$ cat src/rtl/bsram_pkg.sv
// Shared block-RAM geometry and reader state encoding, common to the reader and the memory writer.
package bsram_pkg;

    localparam int DATA_W = 18;
    localparam int ADDR_W = 7;

    typedef enum logic [1:0] {
        IDLE  = 2'd0,
        RUN   = 2'd1,
        DRAIN = 2'd2
    } rd_state_t;

endpackage

$ cat src/rtl/sync_fifo_small.sv
// Small register FIFO: push lands at the clock edge, head is visible from registered state next cycle.
// Pushes while full are dropped and flagged by assertion; pops while empty are ignored.
module sync_fifo_small #(
    parameter int WIDTH = 18,
    parameter int DEPTH = 4,
    localparam int PW = $clog2(DEPTH),
    localparam int CW = $clog2(DEPTH + 1)
) (
    input  logic             clk,
    input  logic             reset,
    input  logic             push_i,
    input  logic [WIDTH-1:0] push_dat_i,
    input  logic             pop_i,
    output logic [WIDTH-1:0] head_dat_o,
    output logic [CW-1:0]    count_o,
    output logic             empty_o,
    output logic             full_o
);

    logic [WIDTH-1:0] mem_q [DEPTH];
    logic [PW-1:0]    wr_ptr_q, rd_ptr_q;
    logic [CW-1:0]    cnt_q;
    logic             do_push, do_pop;

    function automatic logic [PW-1:0] next_ptr(input logic [PW-1:0] p);
        return (p == PW'(DEPTH - 1)) ? '0 : p + PW'(1);
    endfunction

    assign empty_o    = (cnt_q == '0);
    assign full_o     = (cnt_q == CW'(DEPTH));
    assign count_o    = cnt_q;
    assign head_dat_o = mem_q[rd_ptr_q];
    assign do_push    = push_i & ~full_o;
    assign do_pop     = pop_i & ~empty_o;

    always_ff @(posedge clk or posedge reset) begin
        if (reset) begin
            for (int i = 0; i < DEPTH; i++) mem_q[i] <= '0;
            wr_ptr_q <= '0;
            rd_ptr_q <= '0;
            cnt_q    <= '0;
        end else begin
            if (do_push) begin
                mem_q[wr_ptr_q] <= push_dat_i;
                wr_ptr_q        <= next_ptr(wr_ptr_q);
            end
            if (do_pop) rd_ptr_q <= next_ptr(rd_ptr_q);
            if (do_push && !do_pop)      cnt_q <= cnt_q + CW'(1);
            else if (do_pop && !do_push) cnt_q <= cnt_q - CW'(1);
        end
    end

    overflow_chk: assert property (@(posedge clk) disable iff (reset) !(push_i && full_o));

endmodule

$ cat src/rtl/bsram_stream_reader.sv
// Streams len words from a pipelined BSRAM starting at base_adr; first word 4 cycles after start.
// Reads are credit-limited so issued-but-unpopped words never exceed FIFO_D; m_ready low stalls issue.
module bsram_stream_reader
    import bsram_pkg::*;
#(
    parameter int DATA_W = bsram_pkg::DATA_W,
    parameter int ADDR_W = bsram_pkg::ADDR_W,
    parameter int RD_LAT = 2,
    parameter int FIFO_D = 4
) (
    input  logic              clk,
    input  logic              reset,
    input  logic              start,
    input  logic [ADDR_W-1:0] base_adr,
    input  logic [ADDR_W:0]   len,
    output logic              busy,
    output logic              done,
    output logic              mem_ce,
    output logic              mem_oce,
    output logic              mem_wre,
    output logic [ADDR_W-1:0] mem_adr,
    input  logic [DATA_W-1:0] mem_dout,
    output logic [DATA_W-1:0] m_data,
    output logic              m_valid,
    input  logic              m_ready,
    output logic              m_last
);

    localparam int CW = $clog2(FIFO_D + 1);

    rd_state_t         state_q, state_d;
    logic [ADDR_W-1:0] rd_adr_q, rd_adr_d, mem_adr_q, mem_adr_d;
    logic [ADDR_W:0]   issue_cnt_q, issue_cnt_d, out_cnt_q, out_cnt_d;
    logic [CW-1:0]     inflight_q, inflight_d, fifo_cnt;
    logic [RD_LAT-1:0] flag_q;
    logic              mem_ce_q, busy_q, busy_d, done_q, done_d;
    logic              issue, push, pop, fifo_empty, fifo_full;
    logic [CW:0]       occ;
    logic              credit_ok;

    assign push    = flag_q[RD_LAT-1];
    assign m_valid = ~fifo_empty;
    assign pop     = m_valid & m_ready;
    assign m_last  = m_valid & (out_cnt_q == (ADDR_W+1)'(1));

    // Issue is decided one cycle ahead of mem_ce, so a pop in the deciding cycle already frees its slot.
    assign occ       = (CW+1)'(fifo_cnt) + (CW+1)'(inflight_q) - (CW+1)'(pop);
    assign credit_ok = occ < (CW+1)'(FIFO_D);

    always_comb begin
        state_d     = state_q;
        rd_adr_d    = rd_adr_q;
        mem_adr_d   = mem_adr_q;
        issue_cnt_d = issue_cnt_q;
        out_cnt_d   = out_cnt_q;
        issue       = 1'b0;
        done_d      = 1'b0;
        case (state_q)
            IDLE: begin
                if (start) begin
                    if (len == '0) begin
                        done_d = 1'b1;
                    end else begin
                        issue       = 1'b1;
                        mem_adr_d   = base_adr;
                        rd_adr_d    = base_adr + ADDR_W'(1);
                        issue_cnt_d = len - (ADDR_W+1)'(1);
                        out_cnt_d   = len;
                        state_d     = RUN;
                    end
                end
            end
            RUN: begin
                if (issue_cnt_q == '0) begin
                    state_d = DRAIN;
                end else if (credit_ok) begin
                    issue       = 1'b1;
                    mem_adr_d   = rd_adr_q;
                    rd_adr_d    = rd_adr_q + ADDR_W'(1);
                    issue_cnt_d = issue_cnt_q - (ADDR_W+1)'(1);
                    if (issue_cnt_q == (ADDR_W+1)'(1)) state_d = DRAIN;
                end
            end
            default: ;
        endcase
        if (state_q != IDLE && pop) begin
            out_cnt_d = out_cnt_q - (ADDR_W+1)'(1);
            if (out_cnt_q == (ADDR_W+1)'(1)) begin
                state_d = IDLE;
                done_d  = 1'b1;
            end
        end
        busy_d     = (state_d != IDLE);
        inflight_d = inflight_q + CW'(issue) - CW'(push);
    end

    always_ff @(posedge clk or posedge reset) begin
        if (reset) begin
            state_q     <= IDLE;
            rd_adr_q    <= '0;
            mem_adr_q   <= '0;
            issue_cnt_q <= '0;
            out_cnt_q   <= '0;
            inflight_q  <= '0;
            flag_q      <= '0;
            mem_ce_q    <= 1'b0;
            busy_q      <= 1'b0;
            done_q      <= 1'b0;
        end else begin
            state_q     <= state_d;
            rd_adr_q    <= rd_adr_d;
            mem_adr_q   <= mem_adr_d;
            issue_cnt_q <= issue_cnt_d;
            out_cnt_q   <= out_cnt_d;
            inflight_q  <= inflight_d;
            flag_q      <= RD_LAT'({flag_q, mem_ce_q});
            mem_ce_q    <= issue;
            busy_q      <= busy_d;
            done_q      <= done_d;
        end
    end

    assign busy    = busy_q;
    assign done    = done_q;
    assign mem_ce  = mem_ce_q;
    assign mem_oce = busy_q;
    assign mem_wre = 1'b0;
    assign mem_adr = mem_adr_q;

    sync_fifo_small #(
        .WIDTH (DATA_W),
        .DEPTH (FIFO_D)
    ) u_fifo (
        .clk        (clk),
        .reset      (reset),
        .push_i     (push),
        .push_dat_i (mem_dout),
        .pop_i      (pop),
        .head_dat_o (m_data),
        .count_o    (fifo_cnt),
        .empty_o    (fifo_empty),
        .full_o     (fifo_full)
    );

endmodule

$ cat config.mk
export PLATFORM = sky130hd
export DESIGN_NAME = bsram_stream_reader
export DESIGN_NICKNAME = d
export VERILOG_FILES = /design/src/rtl/bsram_pkg.sv /design/src/rtl/sync_fifo_small.sv /design/src/rtl/bsram_stream_reader.sv
export SDC_FILE = /design/constraint.sdc
export NUM_CORES = 1
export LEC_CHECK = 0
export CAP_MARGIN = 20
export CORE_ASPECT_RATIO = 0.75
export CORE_MARGIN = 2
export CORE_UTILIZATION = 43
export DETAILED_ROUTE_END_ITERATION = 10
export GPL_ROUTABILITY_DRIVEN = 1
export PLACE_DENSITY = 0.73
export SLEW_MARGIN = 20
export SYNTH_ARGS = -nofsm -noshare
export SYNTH_HDL_FRONTEND = slang
export SYNTH_SLANG_ARGS = --single-unit
$ cat constraint.sdc
create_clock -name clk -period 4.79 [get_ports clk]
set_clock_uncertainty 0.2 [all_clocks]
set_input_delay 0.958 -clock clk [delete_from_list [all_inputs] [get_ports clk]]
set_output_delay 0.958 -clock clk [all_outputs]
set_load 0.03 [all_outputs]
==> run_results.csv <==
group,metric,value,unit
power,p_int,3.49,mW
timing,post-route-min-period,4.21,ns
cts,clk_pin_slew,0.05,ns
routing,routedWlPerCell,16.6,um
die,ios,69,
synth,synth-seq-cells,119,
power,power.density,742,mW/mm^2
timing,totalNegativeSetupSlack,0,ns
die,die_w,141,um
cts,cts_setup_buffers,0,
final_layout,syn_to_final_growth,23.9,%
cts,numCtsBuffers,17,
power,pwr-share-comb,44.9,%
timing,clock.fmax,237,MHz
routing,drt_iter0_drc,285,
die,coreArea,0.0137,sq mm
min_path,hold_depth,0,
routing,drt-total-wl,12.8,mm
cts,insertion_delay,0.40,ns
synth,synthesis.area,0.00604,sq mm
timing,period_share,87.9,%
power,peakVddDrop,0.000339,V
timing,relSlewSlack,35.4,%
grt,grt_pass1_wl,21.6,mm
min_path,hold_start,"flag_q[0]",
timing,tightestPinTransition,0.967,ns
setup_path,reg2reg_depth,15,
min_path,hp-class,"flop to flop",
power,seq_power_share,33.8,%
placed_design,routabilityCongestion,0.857,
cts,cts_sinks,119,
routing,vias,4197,
grt,track_usage,18.2,%
grt,antenna_found_initial,0,
grt,grt_max_degree,54,
min_path,min_to,"flag_q[1]",
timing,rsz0062_at_grt,"no",
setup_path,cp.required,4.87,ns
setup_path,r2r_slack,0.93,ns
setup_path,crit_fanout,5,
die,initial_core_util,44.1,%
final_layout,layout_commonest_cell,"dfrtp_1",
setup_path,timing_worst_setup_path_type,"input pin to flop",
synth,ys_types,63,
final_layout,nets,641,
final_layout,drive_gt1_share,24.7,%
setup_path,end_kind,"flop",
synth,postSynthAreaPerCell,11.9,sq um
cts,postCtsHoldBufs,0,
synth,synth.area.top_cells,"dfrtp_1, mux2_2, mux4_2, ha_1, nand2_1",
placed_design,dpl.hpwl,8.80,mm
timing,slew_viol_final,0,
routing,dr.pass1.iters,5,
synth,synth_fp_nets,565,
die,rows,37,
synth,yosysTopAreaCell,"dfrtp_1",
placed_design,dp_slack,0.171,ns
cts,clk_path_buf_depth,2,
synth,yosys_warnings,0,
synth,synthCells,507,
cts,cts_tree,"yes",
power,p_sw,2.07,mW
timing,setup_viol,0,
final_layout,diodes,0,
outcome,status,"completed",
synth,synth_edf_count,0,
synth,async_reset_ff_share,100,%
synth,synth_top_flop_cell,"dfrtp_1",
power,leakagePower,3.19,nW
die,die-area,0.0150,sq mm
grt,grt_pass1_vias,4395,
timing,finalWorstSetupSlack,0.579,ns
synth,synth_top_area_share,49.3,%
die,dieHeight,107,um
routing,vias_per_cell,5.45,
cts,clock_tree.root_cell,"clkbuf_16",
setup_path,cp.arrival,4.29,ns
setup_path,critPathLaunchType,"input pin",
power,power_frac_clock,21.3,%
synth,synth-seq-area-share,49.3,%
cts,ctsResizeCount,0,
power,p_sw_share,37.2,%
final_layout,final_cell_mix,"dfrtp_1, mux2_2, clkdlybuf4s50_1",
run,cap_viol_max_count,0,
routing,drc,0,
placed_design,port_buffers,67,
timing,final-hold-violation-count,0,
cts,htree_levels,4,
grt,grt_overflow,0,
setup_path,reg2reg_from,"u_fifo.count_o[1]",
setup_path,r2r-end,"inflight_q[2]",
routing,drtAntennaViolNets,0,
-- worst max-delay path, cell delays in order --
cell and delay, ns:
clkdlybuf4s50_1 0.47, o31ai_2 0.07, inv_1 0.11, ha_1 0.16
inv_1 0.05, ha_1 0.26, and3b_1 0.19, or4_1 0.55
a32o_2 0.31, ha_1 0.28, inv_1 0.06, ha_1 0.13
inv_1 0.05, fa_1 0.37, xnor2_1 0.15, xnor2_1 0.12
-- logic make-up (layout without fill, tap and decap cells) --
group / count (synthesis) / in the layout / share of synthesized area, %
and+or+nand+nor: 128 / 128 / 10.2
other: 1 / 1 / 0.0621
buffers and inverters: 50 / 138 / 3.54
DFF: 119 / 119 / 49.3
adders and majority gates: 21 / 21 / 4.60
muxes: 97 / 97 / 21.3
AOI/OAI and AO/OA: 82 / 82 / 9.71
xor gates and xnor gates: 9 / 9 / 1.30
-- layer usage --
metal  GRT usage (%)  wire length [um]
met5               0                 0
met4            7.07               207
met3            4.29               396
met2            28.2              6030
met1            25.1              6120
-- synth_stat cells (3+ instances only) --
cell type	count
a21boi_0	3
a21oi_1	15
a31oi_1	8
buf_2	3
clkbuf_1	13
dfrtp_1	119
ha_1	19
inv_1	28
mux2_2	74
mux2i_1	5
mux4_2	18
nand2_1	53
nand3_1	10
nor2_1	28
nor3_1	10
nor3b_1	3
nor4_1	3
o211ai_1	4
o21ai_0	17
o22ai_1	3
o31ai_1	4
or3_1	3
or4_1	5
xnor2_1	4
xor2_1	5
-- power groups by stage --
stage               logic [mW]  registers, mW  clock network (mW)
global route              2.74           1.95                1.26
CTS                       2.53           1.87                1.21
finish                    2.50           1.88                1.19
floorplan                 1.80           1.81                   0
global placement          2.44           1.84                   0
detailed placement        2.51           1.89                   0
-- worst max-delay path by stage --
stage,from,to
after global placement,m_ready,inflight_q[2]
after detailed placement,m_ready,inflight_q[2]
after floorplan,reset,busy
after global routing,m_ready,inflight_q[2]
final,m_ready,inflight_q[2]
after CTS,m_ready,inflight_q[2]
-- area by class of cell --
| cell class | count | area [sq um] |
|---|---|---|
| fillers | 1140 | 6210 |
| clock inverters | 12 | 104 |
| clock buffers | 19 | 453 |
| inverters | 29 | 111 |
| well taps | 175 | 219 |
| multi-input cells | 338 | 2850 |
| flip-flops and latches | 119 | 2980 |
| repair buffers | 78 | 773 |
-- per-stage QoR --
step	instance area (sq um)	instances	util, %	power, mW	hold WS, ns
finish	7490	770	54.6	5.56	0.155
global route	7490	770	54.6	5.94	0.158
CTS	7490	770	54.6	5.61	0.154
detailed placement	6930	739	50.6	4.40	0.140
global placement	6900	738	50.4	4.28	0.143
floorplan	6040	507	-	3.61	0.131
-- registers in the layout, summed over array words and instances, names as in the netlist, 2 cells and up --
register / flops
u_fifo.mem_q: 72
issue_cnt_q: 8
out_cnt_q: 8
mem_adr: 7
rd_adr_q: 7
inflight_q: 3
u_fifo.count_o: 3
flag_q: 2
state_q: 2
u_fifo.rd_ptr_q: 2
u_fifo.wr_ptr_q: 2
No activity file was read; power rests on OpenSTA's default activity.
